==> src/rtl/pipeline_ctrl.sv <==
// Hazard and flow control for a 5-stage in-order pipeline: stage valid tracking,
// load-use interlock, branch redirect, MEM back-pressure and performance counters.
module pipeline_ctrl #(
    parameter int unsigned CNT_W = 32
) (
    input  logic             clk,
    input  logic             rst_n,
    input  logic             if_valid,
    input  logic [4:0]       id_rs1,
    input  logic [4:0]       id_rs2,
    input  logic             id_uses_rs1,
    input  logic             id_uses_rs2,
    input  logic [4:0]       id_rd,
    input  logic             id_we,
    input  logic             id_is_load,
    input  logic             ex_branch_taken,
    input  logic             mem_busy,
    output logic             pc_en,
    output logic             pc_sel,
    output logic             if_id_en,
    output logic             if_id_clr,
    output logic             id_ex_en,
    output logic             id_ex_clr,
    output logic             ex_mem_en,
    output logic             wb_en,
    output logic [4:0]       wb_rd,
    output logic [1:0]       state,
    output logic [CNT_W-1:0] stall_cnt,
    output logic [CNT_W-1:0] retire_cnt
);

    typedef enum logic [1:0] {
        S_RUN      = 2'd0,
        S_LOAD_USE = 2'd1,
        S_MEM_WAIT = 2'd2,
        S_REDIRECT = 2'd3
    } state_e;

    typedef struct packed {
        logic       v;
        logic [4:0] rd;
        logic       we;
        logic       ld;
    } ex_stage_t;

    typedef struct packed {
        logic       v;
        logic [4:0] rd;
        logic       we;
    } stage_t;

    localparam logic [CNT_W-1:0] CNT_ONE = CNT_W'(1);

    state_e           state_q, state_d;
    logic             v_id_q, v_id_d;
    ex_stage_t        ex_q, ex_d;
    stage_t           mem_q, mem_d;
    stage_t           wb_q, wb_d;
    logic [CNT_W-1:0] stall_cnt_q, stall_cnt_d;
    logic [CNT_W-1:0] retire_cnt_q, retire_cnt_d;

    logic branch;
    logic load_use;

    assign branch   = ex_q.v & ex_branch_taken;
    assign load_use = v_id_q & ex_q.v & ex_q.ld & ex_q.we & (ex_q.rd != '0) &
                      ((id_uses_rs1 & (id_rs1 == ex_q.rd)) |
                       (id_uses_rs2 & (id_rs2 == ex_q.rd)));

    always_ff @(posedge clk) begin
        if (!rst_n) begin
            state_q      <= S_RUN;
            v_id_q       <= 1'b0;
            ex_q         <= '0;
            mem_q        <= '0;
            wb_q         <= '0;
            stall_cnt_q  <= '0;
            retire_cnt_q <= '0;
        end else begin
            state_q      <= state_d;
            v_id_q       <= v_id_d;
            ex_q         <= ex_d;
            mem_q        <= mem_d;
            wb_q         <= wb_d;
            stall_cnt_q  <= stall_cnt_d;
            retire_cnt_q <= retire_cnt_d;
        end
    end

    always_comb begin
        state_d      = state_q;
        v_id_d       = v_id_q;
        ex_d         = ex_q;
        mem_d        = mem_q;
        wb_d         = wb_q;
        stall_cnt_d  = stall_cnt_q;
        retire_cnt_d = retire_cnt_q;

        if (mem_busy) begin
            // IF..MEM freeze; WB drains to a bubble. A pending redirect survives the wait.
            wb_d.v  = 1'b0;
            state_d = (state_q == S_REDIRECT) ? S_REDIRECT : S_MEM_WAIT;
        end else begin
            wb_d     = mem_q;
            mem_d.v  = ex_q.v;
            mem_d.rd = ex_q.rd;
            mem_d.we = ex_q.we;
            if (branch) begin
                v_id_d  = 1'b0;
                ex_d    = '0;
                state_d = S_REDIRECT;
            end else if (load_use) begin
                ex_d    = '0;
                state_d = S_LOAD_USE;
            end else begin
                v_id_d  = if_valid & (state_q != S_REDIRECT);
                ex_d.v  = v_id_q;
                ex_d.rd = id_rd;
                ex_d.we = id_we;
                ex_d.ld = id_is_load;
                state_d = S_RUN;
            end
        end

        if (!pc_en && (stall_cnt_q != '1)) begin
            stall_cnt_d = stall_cnt_q + CNT_ONE;
        end
        if (wb_q.v && (retire_cnt_q != '1)) begin
            retire_cnt_d = retire_cnt_q + CNT_ONE;
        end
    end

    always_comb begin
        pc_en     = 1'b0;
        pc_sel    = 1'b0;
        if_id_en  = 1'b0;
        if_id_clr = 1'b0;
        id_ex_en  = 1'b0;
        id_ex_clr = 1'b0;
        ex_mem_en = 1'b0;

        if (!rst_n) begin
            if_id_clr = 1'b1;
            id_ex_clr = 1'b1;
        end else if (!mem_busy) begin
            if (branch) begin
                pc_en     = 1'b1;
                pc_sel    = 1'b1;
                if_id_en  = 1'b1;
                if_id_clr = 1'b1;
                id_ex_en  = 1'b1;
                id_ex_clr = 1'b1;
                ex_mem_en = 1'b1;
            end else if (load_use) begin
                id_ex_en  = 1'b1;
                id_ex_clr = 1'b1;
                ex_mem_en = 1'b1;
            end else begin
                pc_en     = 1'b1;
                if_id_en  = 1'b1;
                id_ex_en  = 1'b1;
                ex_mem_en = 1'b1;
            end
        end

        wb_en      = rst_n & wb_q.v & wb_q.we & (wb_q.rd != '0);
        wb_rd      = wb_q.rd;
        state      = state_q;
        stall_cnt  = stall_cnt_q;
        retire_cnt = retire_cnt_q;
    end

endmodule

==> config.mk <==
export PLATFORM = sky130hd
export DESIGN_NAME = pipeline_ctrl
export DESIGN_NICKNAME = d
export VERILOG_FILES = /design/src/rtl/pipeline_ctrl.sv
export SDC_FILE = /design/constraint.sdc
export NUM_CORES = 1
export LEC_CHECK = 0
export CORE_MARGIN = 3
export CORE_UTILIZATION = 50
export DETAILED_ROUTE_END_ITERATION = 8
export PLACE_DENSITY = 0.8
export SLEW_MARGIN = 15
export SYNTH_ARGS = -nofsm -noshare
export SYNTH_HDL_FRONTEND = slang
export SYNTH_SLANG_ARGS = --single-unit
==> constraint.sdc <==
create_clock -name clk -period 3.1 [get_ports clk]
set_input_delay 0.62 -clock clk [delete_from_list [all_inputs] [get_ports clk]]
set_output_delay 0.62 -clock clk [all_outputs]
set_load 0.02 [all_outputs]
==> results, run 1 <==
- The run finished with clean final reports.
- Counting I/O delays and the setup requirement, the final critical path takes 2.83 ns.
- The tree is rooted in a sky130_fd_sc_hd__clkbuf_8.
- Max-cap violations in this run came to 0.
- The worst path uses 91.3% of the clock period.
- Of all nets on the critical path, the largest fanout is 4.
- The clock tree skew after final layout is 0.0150 ns.
- At the worst endpoint, the required time is 2.48 ns.
- The average cell area after synthesis is 8.48 µm².
- The total power consumption of the routed design is 2.31 mW.
- The number of buffer cells added on primary ports is 102.
- At the worst endpoint, the arrival time is 2.21 ns.
- The synthesized netlist contains 49 unique library cells.
- The final-report max-slew violation count came to 0.
- Fill cells in the final layout number 664.
- The placer's final routability congestion estimate is 0.909.
- The final layout contains 627 nets.
- The worst ir drop on vdd is 0.253 mV.
- Power spread over the standard cell area amounts to 408 nW/µm².
- The initial detailed-routing violation count is 153.
- Yosys printed 0 warnings.
- The number of buffers inserted by hold repair at cts is 0.
- The cell area that synthesis handed to floorplanning was 4270 µm².
- The cell with the largest stage delay on the worst path is sky130_fd_sc_hd__clkdlybuf4s50_1.
- CTS saw 89 sinks.
- The core region is 8260 µm².
- The total congestion overflow is 0.
- The number of rows in the core area is 33.
- The routed layout has 4126 vias.
- Setup repair after global routing left no endpoint under its margin.
- Counting flops with an async set or reset pin after synthesis yields a share of 0%.
- The clock insertion delay at the later pin of the skew report is 0.37 ns.
- For this run, design rule violations remaining after detail routing come to 0.
- Yosys mapped a number of flops with a built-in enable equal to 0.
- Dividing the detail-routed via count by the number of cells gives 5.80.
- The wire-length estimate of the detail-placed layout is 7620 µm.
- In the final routed layout, each cell accounts on average for 15.3 µm.
- The first-pass GRT wire length is 17900 µm.
- The via count of the first global-routing pass is 3847.
- In this run the remaining antenna-violating nets after routing total 0.
- The worst pin sits at a relative slew slack of 36.1%.
- In this run the count of I/O pins placed on the die edge is 103.
- Buffers added to address setup during post-CTS repair amount to 0.
- Buffers inserted during clock tree synthesis total 9.
- The leakage power of the design is 1.90 nW.
- At the pin with the least slew margin, the transition time is 0.958 ns.
- Once layout is complete, the utilization of the core stands at 68.6%.
- The worst setup path is captured at an output port.
- The clock tree synthesis step divided the H-tree into 3 levels.
- The number of endpoints with negative hold slack in the final report is 0.
- Hold timing on the final database bottoms out at a slack of 0.463 ns.
- The min-delay analysis places its worst path in the category reg -> reg.
- The most used flip-flop cell after synthesis is sky130_fd_sc_hd__dfxtp_1.
- Sequential cells were found to cover 41.7% of the synthesized design area.
- The flop and latch count out of synthesis is 89.
- The number of antenna violations at the first check in global routing was 0.
- The number of instances on the worst hold path is 1.
- The global routing usage summed across all routing layers is 22.1%.
- The number of cells on the worst reg-to-reg path is 6.
- The CTS clock-pin slew for the worst setup and hold paths is 0.09 ns.
- The die area is 9690 µm².
- The layout overhead on the synthesized area is 32.6%.
- The initial core utilization is 51.7%.
- The critical path launch point type is an input port.
- The fraction of layout cells with a size suffix above 1 is 7.10%.
- The total inserted antenna cells is 0.
- The critical path goes through clkdlybuf4s50_1 -> xnor2_1 -> nand4_1 -> o22ai_2 -> buf_4 -> a21oi_2 -> dlygate4sd2_1.
- The cell count after synthesis is 504.
- Entering global routing, the biggest net connects 53 pins.
- The upper clock frequency limit is 353 MHz.
- The post-synth net total is 530.
- The critical path is of the in -> out type.
- The clock passes through at most 2 buffers.
- The pre-antenna-repair detailed-routing pass consisted of 5 iterations.
- Setup violations remaining at the end of the flow were counted as 0.
- TritonCTS built the clock tree.
- The die is 98.4 µm wide.
- The routed design has 10900 µm of wire.
- The die is 98.4 µm tall.
- In this design, the stage delay of the slowest critical-path cell is 0.42 ns.
repair_timing:
| action | in CTS | in global routing |
|---|---|---|
| gates cloned | 0 | 0 |
| resized for setup | 2 | 2 |
| endpoints found under the setup margin | 2 | 1 |
cells by family (layout without fill, tap and decap cells):
group	Yosys count	in the layout	share of synthesized area (%)
DFF	89	89	41.7
muxes	20	20	4.69
AOI/OAI and AO/OA	89	89	12.9
and+or+nand+nor	233	233	29.3
adders and majority gates	2	2	0.586
buffers and inverters	37	139	3.87
xor gates and xnor gates	34	34	6.97
cells in the final DEF, fill, tap and decap left out, drive strengths merged, types with 10 or more instances in the layout:
cell type / synthesis / routed
or4: 10 / 10
o21ai: 21 / 21
dfxtp: 89 / 89
nand4: 29 / 29
nand3: 27 / 27
a21oi: 31 / 31
xnor2: 20 / 20
nor3: 14 / 14
clkdlybuf4s50: 0 / 99
or3: 20 / 20
buf: 10 / 13
xor2: 14 / 14
nor2: 58 / 58
nand2: 30 / 30
mux2i: 20 / 20
critical path: cells and delay by family:
family | cells | cell delay, ns
xor+xnor | 1 | 0.13
compound gates | 2 | 0.37
simple gates | 1 | 0.11
buf+inv | 3 | 0.99
power by group:
part / switching [mW] / internal (mW) / total [mW] / leakage, nW
Clock: 0.430 / 0.537 / 0.967 / 0.124
Combinational: 0.0860 / 0.0838 / 0.170 / 1.05
Sequential: 0.0191 / 1.16 / 1.18 / 0.720
path summary, 6_finish.rpt:
kind | slack (ns) | from | endpoint
min reg2reg | 0.46 | mem_q[6] | wb_q[6]
max reg2reg | 0.56 | stall_cnt[6] | stall_cnt[31]
max | 0.27 | id_rs1[4] | pc_en
min | 0.46 | mem_q[6] | wb_q[6]
registers in the layout, summed over array words and instances (netlist names):
register and cells:
state 2, ex_q 8, retire_cnt 32, mem_q 7, wb_q 2, stall_cnt 32
v_id_q 1, wb_rd 5
metrics by stage:
step / TNS, ns / area [µm²] / setup slack, ns / std cells
after floorplan: 0 / 4270 / 0.593 / 504
after global placement: -0.0445 / 5420 / -0.0367 / 695
after detailed placement: -0.106 / 5420 / -0.0710 / 695
after CTS: 0 / 5660 / 0.0393 / 711
after global routing: 0 / 5660 / 0.149 / 711
final: 0 / 5660 / 0.271 / 711
layer usage:
metal  vias up  share of wire [%]  track usage [%]
li1       2028                  -                -
met1      1923                 42             27.6
met2       154                 48             36.9
met3        21                7.9             5.59
met4         0                1.9             8.30
met5         -                  0                0
synth_stat cells (2+ instances only):
library cell	instances	share of area (%)
sky130_fd_sc_hd__a211oi_1	3	0.53
sky130_fd_sc_hd__ha_1	2	0.59
sky130_fd_sc_hd__a22oi_1	8	1.4
sky130_fd_sc_hd__nor2_1	58	5.1
sky130_fd_sc_hd__and2_1	5	0.73
sky130_fd_sc_hd__buf_1	3	0.26
sky130_fd_sc_hd__inv_1	8	0.70
sky130_fd_sc_hd__or2_0	2	0.29
sky130_fd_sc_hd__o21ai_0	20	2.3
sky130_fd_sc_hd__nand3_1	27	3.2
sky130_fd_sc_hd__nor4b_1	2	0.41
sky130_fd_sc_hd__or4_2	3	0.62
sky130_fd_sc_hd__nand2b_1	9	1.3
sky130_fd_sc_hd__o31a_1	3	0.62
sky130_fd_sc_hd__nor3_1	14	1.6
sky130_fd_sc_hd__nor4_1	7	1.0
sky130_fd_sc_hd__nand4_1	28	4.1
sky130_fd_sc_hd__or4_1	6	1.1
sky130_fd_sc_hd__dfxtp_1	89	42
sky130_fd_sc_hd__and4_1	6	1.2
sky130_fd_sc_hd__nand2_1	30	2.6
sky130_fd_sc_hd__mux2i_1	20	4.7
sky130_fd_sc_hd__clkbuf_1	19	1.7
sky130_fd_sc_hd__a31oi_1	3	0.44
sky130_fd_sc_hd__o21a_1	3	0.53
sky130_fd_sc_hd__buf_4	7	1.2
sky130_fd_sc_hd__o31ai_1	8	1.4
sky130_fd_sc_hd__xor2_1	14	2.9
sky130_fd_sc_hd__xnor2_1	20	4.1
sky130_fd_sc_hd__a21oi_1	30	3.5
sky130_fd_sc_hd__or3_2	2	0.35
sky130_fd_sc_hd__nor2b_1	2	0.29
sky130_fd_sc_hd__o21bai_1	2	0.35
sky130_fd_sc_hd__and3_1	9	1.3
sky130_fd_sc_hd__or3_1	18	2.6
area by class of cell:
type / instances / area [µm²] / area share [%]
sequential: 89 / 1780 / 31.5
timing repair buffer: 115 / 1140 / 20.2
clock buffer: 9 / 124 / 2.19
tap: 105 / 131 / 2.32
multi-input combinational: 378 / 2340 / 41.2
inverter: 8 / 30.0 / 0.530
clock inverter: 7 / 118 / 2.08
(Power assumes the default switching activity.)
==> run 2: changes to the inputs <==
--- a/config.mk
+++ b/config.mk
@@ -5,10 +5,12 @@
 export SDC_FILE = /design/constraint.sdc
 export NUM_CORES = 1
 export LEC_CHECK = 0
+export CELL_PAD_IN_SITES_DETAIL_PLACEMENT = 0
+export CELL_PAD_IN_SITES_GLOBAL_PLACEMENT = 1
 export CORE_MARGIN = 3
-export CORE_UTILIZATION = 50
+export CORE_UTILIZATION = 37
 export DETAILED_ROUTE_END_ITERATION = 8
-export PLACE_DENSITY = 0.8
+export PLACE_DENSITY_LB_ADDON = 0.1
 export SLEW_MARGIN = 15
 export SYNTH_ARGS = -nofsm -noshare
 export SYNTH_HDL_FRONTEND = slang
==> results, run 2 (synthesis results as in run 1) <==
- The utilization after layout is 51.9% (-17 points).
- The reported max-cap violation count was 0 (unchanged).
- The number of iterations in the first detailed-routing pass is 4 (-1).
- The power share of the clock group is 45.3% (+3.5 points).
- The ratio of final minimum period to clock period is 91.6% (+0.38 points).
- The fraction of layout cells with a size suffix above 1 is 7.07% (-0.023 points).
- The number of instances in the placed design is 732 (+5.3%).
- The number of H-tree levels was 3 (unchanged).
- The actual slew at the worst max-slew pin is 1.09 ns (+0.130 ns).
- The switching power of the nets is 0.549 mW (+2.6%).
- The post-cts repair resize count is 3 (+1).
- The worst setup path is captured at an output port.
- The largest driver fanout on the critical path is 4 (unchanged).
- The initial core utilization is 38.6% (-13 points).
- The most common cell after layout, fill and taps aside is sky130_fd_sc_hd__clkdlybuf4s50_1.
- The clock insertion delay at the later pin of the skew report is 0.34 ns (-0.03 ns).
- The number of endpoints with negative hold slack in the final report is 0 (unchanged).
- The clock tree from TritonCTS is done.
- The smallest setup slack after layout came to 0.259 ns (-0.0117 ns).
- The filler cell count in the final layout was 1118 (+68%).
- The buffer count from post-CTS setup fixing is 0 (unchanged).
- The area of the core is 11100 µm² (+34%).
- The final net count is 629 (+0.32%).
- The combined area of the multi-input logic cells came to 2330 µm² (-0.27%).
- The critical path launch point type is an input port.
- The worst hold slack is 0.477 ns (+0.0135 ns).
- The fraction of power consumed by combinational cells is 6.8% (-0.5 points).
- The total power consumption of the routed design is 2.46 mW (+6.2%).
- The run finished with clean final reports.
- The clock tree skew after final layout is 0.00722 ns (-0.00779 ns).
- The number of nets still failing antenna checks after routing is 0 (unchanged).
- The total wire length after detailed routing is 11000 µm (+0.66%).
- The via count of the first global-routing pass is 3746 (-2.6%).
- The longest individual stage delay on the worst path is 0.47 ns (+0.05 ns).
- The number of antenna violations at the first check in global routing is 0 (unchanged).
- The maximum buffer depth of the clock tree is 2 (unchanged).
- The die area came to 12900 µm² (+33%).
- The count of placed standard cells in the final layout, fillers left out is 748 (+5.2%).
- The largest individual stage delay along the critical path comes from the cell sky130_fd_sc_hd__clkdlybuf4s50_1.
- The signal on the critical path passes through clkdlybuf4s50_1 -> xnor2_1 -> nand4_1 -> o22ai_1 -> buf_4 -> nand2_1 -> o21bai_1 -> dlygate4sd2_1.
- The total congestion overflow is 0 (unchanged).
- The number of rows in the core area is 38 (+15%).
- The leakage power of the design is 1.91 nW (+0.91%).
- The initial detailed-routing violation count is 273 (+78%).
- The post-route DRC violation count is 0 (unchanged).
- The internal cell power is 1.91 mW (+7.3%).
- The critical path data arrival time was 2.22 ns (about the same).
- The final-report max-slew violation count was 0 (unchanged).
- The part of the power in registers is 47.9% (-3.0 points).
- The root buffer cell is sky130_fd_sc_hd__clkbuf_16.
- The placer's final routability congestion estimate was 0.766 (-16%).
- In the layout the commonest cells are 99 x sky130_fd_sc_hd__clkdlybuf4s50_1, 89 x sky130_fd_sc_hd__dfxtp_1, 58 x sky130_fd_sc_hd__nor2_1, 30 x sky130_fd_sc_hd__nand2_1, 29 x sky130_fd_sc_hd__a21oi_1.
- The HPWL after detailed placement came to 7940 µm (+4.2%).
- The final period demand of the worst path is 2.84 ns (+0.0117 ns).
- The global routing usage summed across all routing layers is 17.5% (-4.6 points).
- The total number of vias came to 3988 (-3.3%).
- Setup repair after global routing left no endpoint under its margin.
- The total inserted antenna cells is 0 (unchanged).
- The worst max-slew margin expressed relative to the limit is 27.5% (-8.7 points).
- The worst ir drop on vdd was 0.229 mV (-9.5%).
- The total non-filler cell area in the finished layout is 5750 µm² (+1.6%).
- The setup TNS after final layout is 0 ns (unchanged).
- The pre-CTS setup slack was -0.0325 ns (+0.0385 ns).
- Relative to the synthesized area, the layout overhead comes to 34.7%.
- The first-pass GRT wire length was 18700 µm (+4.4%).
- The switching power share of the total was 22.3% (-0.80 points).
- The critical path is of the in -> out type.
- The instance area at placement is 5450 µm² (+0.62%).
- The combined flip-flop and latch cell area is 1780 µm² (unchanged).
- The data required time of the critical path was 2.48 ns (about the same).
- The vias per cell was 5.33 (-8.1%).
- The average wire length per cell after detail routing is 14.7 µm (-4.3%).
- The overall die height is 113 µm (+15%).
- The number of clock sinks seen by CTS is 89 (unchanged).
- The power per unit of standard cell area is 427 nW/µm² (+4.6%).
- The maximum number of pins on one net before global-route repair came to 34 (-36%).
- The CTS clock-pin slew for the worst setup and hold paths was 0.06 ns (-0.03 ns).
- The number of buffers inserted during clock tree synthesis is 9 (unchanged).
- The class of the tightest hold or removal check is reg -> reg.
- The number of buffer cells added on primary ports was 102 (unchanged).
- The number of buffers inserted by hold repair at cts is 0 (unchanged).
- The horizontal die dimension was 113 µm (+15%).
- The upper clock frequency limit was 352 MHz (-0.41%).
- The setup violation total in the final timing report is 0 (unchanged).
- The number of top-level pins is 103 (unchanged).
run 2: final timing paths:
| kind | startpoint | endpoint | slack, ns | cells after the start |
|---|---|---|---|---|
| max | id_rs1[4] | id_ex_clr | 0.26 | 8 |
| min reg2reg | mem_q[6] | wb_q[6] | 0.48 | 1 |
| max reg2reg | stall_cnt[6] | stall_cnt[27] | 0.56 | 6 |
| min | mem_q[6] | wb_q[6] | 0.48 | 1 |
run 2: final cells by class:
| type | count | area share [%] |
|---|---|---|
| clock inverters | 4 | 0.891 |
| repair buffers | 117 | 19.6 |
| inverters | 8 | 0.522 |
| multi-input cells | 378 | 40.5 |
| flip-flops and latches | 89 | 31.0 |
| well taps | 140 | 3.04 |
| clock buffers | 12 | 4.46 |
run 2: power groups by stage:
stage          clock, mW  combinational (mW)  sequential (mW)
6_report            1.11               0.167             1.18
5_1_grt             1.19               0.183             1.18
2_1_floorplan          0              0.0873             1.20
3_5_place_dp           0               0.171             1.20
3_3_place_gp           0               0.169             1.20
4_1_cts             1.15               0.170             1.18
run 2: routing by layer:
| layer | global-route usage, % | part of all wire, % | up-vias |
|---|---|---|---|
| met1 | 22.5 | 46 | 1866 |
| met2 | 29.0 | 48 | 79 |
| li1 | - | - | 2031 |
| met5 | 0 | 0 | - |
| met3 | 4.46 | 4.6 | 12 |
| met4 | 5.21 | 1.3 | 0 |
run 2: critical path, delay by kind of cell:
family / cells / cell delay [ns]
buffers and inverters: 3 / 0.98
AOI/OAI and AO/OA: 2 / 0.32
and+or+nand+nor: 2 / 0.19
xor gates and xnor gates: 1 / 0.12
==> run 3: changes to the inputs <==
--- a/config.mk
+++ b/config.mk
@@ -8,7 +8,7 @@
 export CELL_PAD_IN_SITES_DETAIL_PLACEMENT = 0
 export CELL_PAD_IN_SITES_GLOBAL_PLACEMENT = 1
 export CORE_MARGIN = 3
-export CORE_UTILIZATION = 37
+export CORE_UTILIZATION = 33
 export DETAILED_ROUTE_END_ITERATION = 8
 export PLACE_DENSITY_LB_ADDON = 0.1
 export SLEW_MARGIN = 15
==> constraint.sdc (replaced) <==
create_clock -name clk -period 2.6 [get_ports clk]
set_input_delay 0.52 -clock clk [delete_from_list [all_inputs] [get_ports clk]]
set_output_delay 0.52 -clock clk [all_outputs]
set_load 0.02 [all_outputs]
==> results, run 3 (synthesis results as in run 1) <==
- The layer carrying the most global-route usage is met2.
- The number of rows in the core area is 40 (+5.3%).
- The clock tree skew after final layout is 0.00669 ns (-0.000530 ns).
- The global routing usage summed across all routing layers is 16.8% (-0.70 points).
- The initial core utilization is 34.7% (-3.9 points).
- The first-pass GRT wire length came to 19700 µm (+5.4%).
- The combined flip-flop and latch cell area is 1780 µm² (unchanged).
- The worst setup path is captured at an output port.
- The worst-case register-to-register setup slack came to 0.12 ns (-0.44 ns).
- The largest driver fanout on the critical path is 4 (unchanged).
- The actual slew at the worst max-slew pin is 1.16 ns (+0.0760 ns).
- The leakage power of the design is 2.02 nW (+5.4%).
- The vias per cell is 5.14 (-3.5%).
- The worst max-slew margin expressed relative to the limit is 22.0% (-5.4 points).
- The number of buffers inserted by hold repair at cts is 0 (unchanged).
- The horizontal die dimension is 120 µm (+5.6%).
- The number of buffers inserted during clock tree synthesis is 9 (unchanged).
- The clock insertion delay at the later pin of the skew report is 0.35 ns (about the same).
- The post-route DRC violation count came to 0 (unchanged).
- Counting stages on the worst path, the most repeated cell is sky130_fd_sc_hd__clkdlybuf4s50_1.
- The reported max-cap violation count is 0 (unchanged).
- From synthesis to final layout, the design area changed by 37.9%.
- The number of iterations in the first detailed-routing pass is 6 (+2).
- TritonCTS built the clock tree.
- The via count of the first global-routing pass is 3950 (+5.4%).
- The total inserted antenna cells came to 0 (unchanged).
- After layout, the minimum clock period comes to 2.53 ns.
- The maximum buffer depth of the clock tree is 2 (unchanged).
- The maximum number of pins on one net before global-route repair is 33 (-2.9%).
- The number of H-tree levels is 3 (unchanged).
- The placer's final routability congestion estimate is 0.797 (+4.0%).
- The critical path launch point type is an input port.
- The critical path start-end classification is in -> out.
- The signal on the critical path passes through clkdlybuf4s50_1 -> nand2b_1 -> buf_4 -> nor2_1 -> clkdlybuf4s50_1.
- The HPWL after detailed placement is 8530 µm (+7.5%).
- The worst ir drop on vdd was 0.312 mV (+37%).
- The critical path data arrival time is 2.01 ns (-0.21 ns).
- Timing would allow up to 396 MHz.
- Leaving out fill and tap cells, the most frequent cell in the layout is sky130_fd_sc_hd__clkdlybuf4s50_1.
- The ratio of final minimum period to clock period is 97.1%.
- The met1 track demand over resource in global routing is 20.1% (-2.4 points).
- The total congestion overflow is 0 (unchanged).
- The total number of vias is 4069 (+2.0%).
- The CTS clock-pin slew for the worst setup and hold paths came to 0.07 ns (about the same).
- The met2 usage is 29.1% (+0.046 points).
- The worst hold slack is 0.464 ns (-0.0130 ns).
- The number of buffer cells added on primary ports is 102 (unchanged).
- The buffer count from post-CTS setup fixing was 0 (unchanged).
- The average wire length per cell after detail routing was 14.9 µm (+1.5%).
- The data required time of the critical path came to 2.08 ns (-0.40 ns).
- The power per unit of standard cell area came to 479 nW/µm² (+12%).
- The fraction of layout cells with a size suffix above 1 is 9.95% (+2.9 points).
- The total wire length after detailed routing is 11800 µm (+7.3%).
- The met3 track demand over resource is 5.37% (+0.92 points).
- The combined area of the multi-input logic cells was 2330 µm² (unchanged).
- The setup violation total in the final timing report is 0 (unchanged).
- The overall die height is 120 µm (+5.6%).
- The number of nets still failing antenna checks after routing came to 0 (unchanged).
- The die area is 14300 µm² (+11%).
- The filler cell count in the final layout came to 1265 (+13%).
- The pre-CTS setup slack is -0.297 ns (-0.264 ns).
- The flow ran to the end, and the final reports show no timing, DRC or antenna violations.
- The root buffer cell is sky130_fd_sc_hd__clkbuf_16.
- The longest individual stage delay on the worst path is 0.62 ns (+0.15 ns).
- In the layout the commonest cells are 96 x sky130_fd_sc_hd__clkdlybuf4s50_1, 89 x sky130_fd_sc_hd__dfxtp_1, 58 x sky130_fd_sc_hd__nor2_1, 30 x sky130_fd_sc_hd__nand2_1.
- The post-cts repair resize count was 4 (+1).
- Setup repair after global routing left no endpoint under its margin.
- The cell with the largest stage delay on the worst path is sky130_fd_sc_hd__clkdlybuf4s50_1.
- The initial detailed-routing violation count is 199 (-27%).
- The number of endpoints with negative hold slack in the final report came to 0 (unchanged).
- The final net count is 645 (+2.5%).
- The area of the core came to 12300 µm² (+11%).
- The final-report max-slew violation count was 0 (unchanged).
- The number of antenna violations at the first check in global routing was 0 (unchanged).
- The min-delay analysis places its worst path in the category reg -> reg.
- The number of clock sinks seen by CTS is 89 (unchanged).
- The smallest setup slack after layout is 0.0744 ns (-0.185 ns).
- The number of top-level pins came to 103 (unchanged).
-- run 3: cell count changes in the layout (fill, tap and decap cells not counted), moves of 2 or more --
cell | before | now
sky130_fd_sc_hd__buf_12 | 0 | 2
sky130_fd_sc_hd__dlymetal6s2s_1 | 0 | 3
sky130_fd_sc_hd__clkbuf_8 | 2 | 0
sky130_fd_sc_hd__clkbuf_2 | 0 | 3
sky130_fd_sc_hd__dlygate4sd2_1 | 3 | 0
sky130_fd_sc_hd__clkinvlp_4 | 1 | 3
sky130_fd_sc_hd__clkdlybuf4s50_1 | 99 | 96
sky130_fd_sc_hd__buf_4 | 15 | 29
-- run 3: routing by layer --
| layer | routed length [µm] | vias up | share of wire, % |
|---|---|---|---|
| li1 | - | 2066 | - |
| met1 | 5280 | 1920 | 45 |
| met2 | 5830 | 69 | 49 |
| met3 | 511 | 14 | 4.3 |
| met4 | 172 | 0 | 1.5 |
| met5 | 0 | - | 0 |
-- run 3: cell type report --
class,count,area share (%)
multi-input combinational,378,39.5
sequential,89,30.2
timing repair buffer,133,21.6
clock buffer,9,3.82
tap,168,3.57
clock inverter,6,0.764
inverter,8,0.510
-- run 3: worst paths after layout --
| path | end | start | cells after the start |
|---|---|---|---|
| worst max-delay path | pc_sel | mem_busy | 5 |
| worst min-delay path | wb_q[6] | mem_q[6] | 1 |
| worst max register to register | stall_cnt[27] | stall_cnt[6] | 6 |
| worst min register to register | wb_q[6] | mem_q[6] | 1 |
-- run 3: metrics by stage --
stage          total power, mW  area (µm²)  cells  utilization, %  TNS (ns)
4_1_cts                   2.87        5900    791            47.9  -0.00234
3_5_place_dp              1.65        5630    776            45.7     -3.81
5_1_grt                   2.94        5890    791            47.9         0
2_1_floorplan             1.54        4270    504               -         0
6_report                  2.82        5890    791            47.9         0
3_3_place_gp              1.65        5630    776            45.7     -3.20
-- run 3: power breakdown --
part	internal, mW	total, mW	switching, mW
clock network	0.645	1.21	0.563
registers	1.38	1.40	0.0205
logic	0.107	0.213	0.106
total	2.13	2.82	0.690
-- run 3: critical path: cells and delay by family --
family	cells	cell delay, ns
buffers and inverters	3	1.21
AND/OR/NAND/NOR	2	0.28
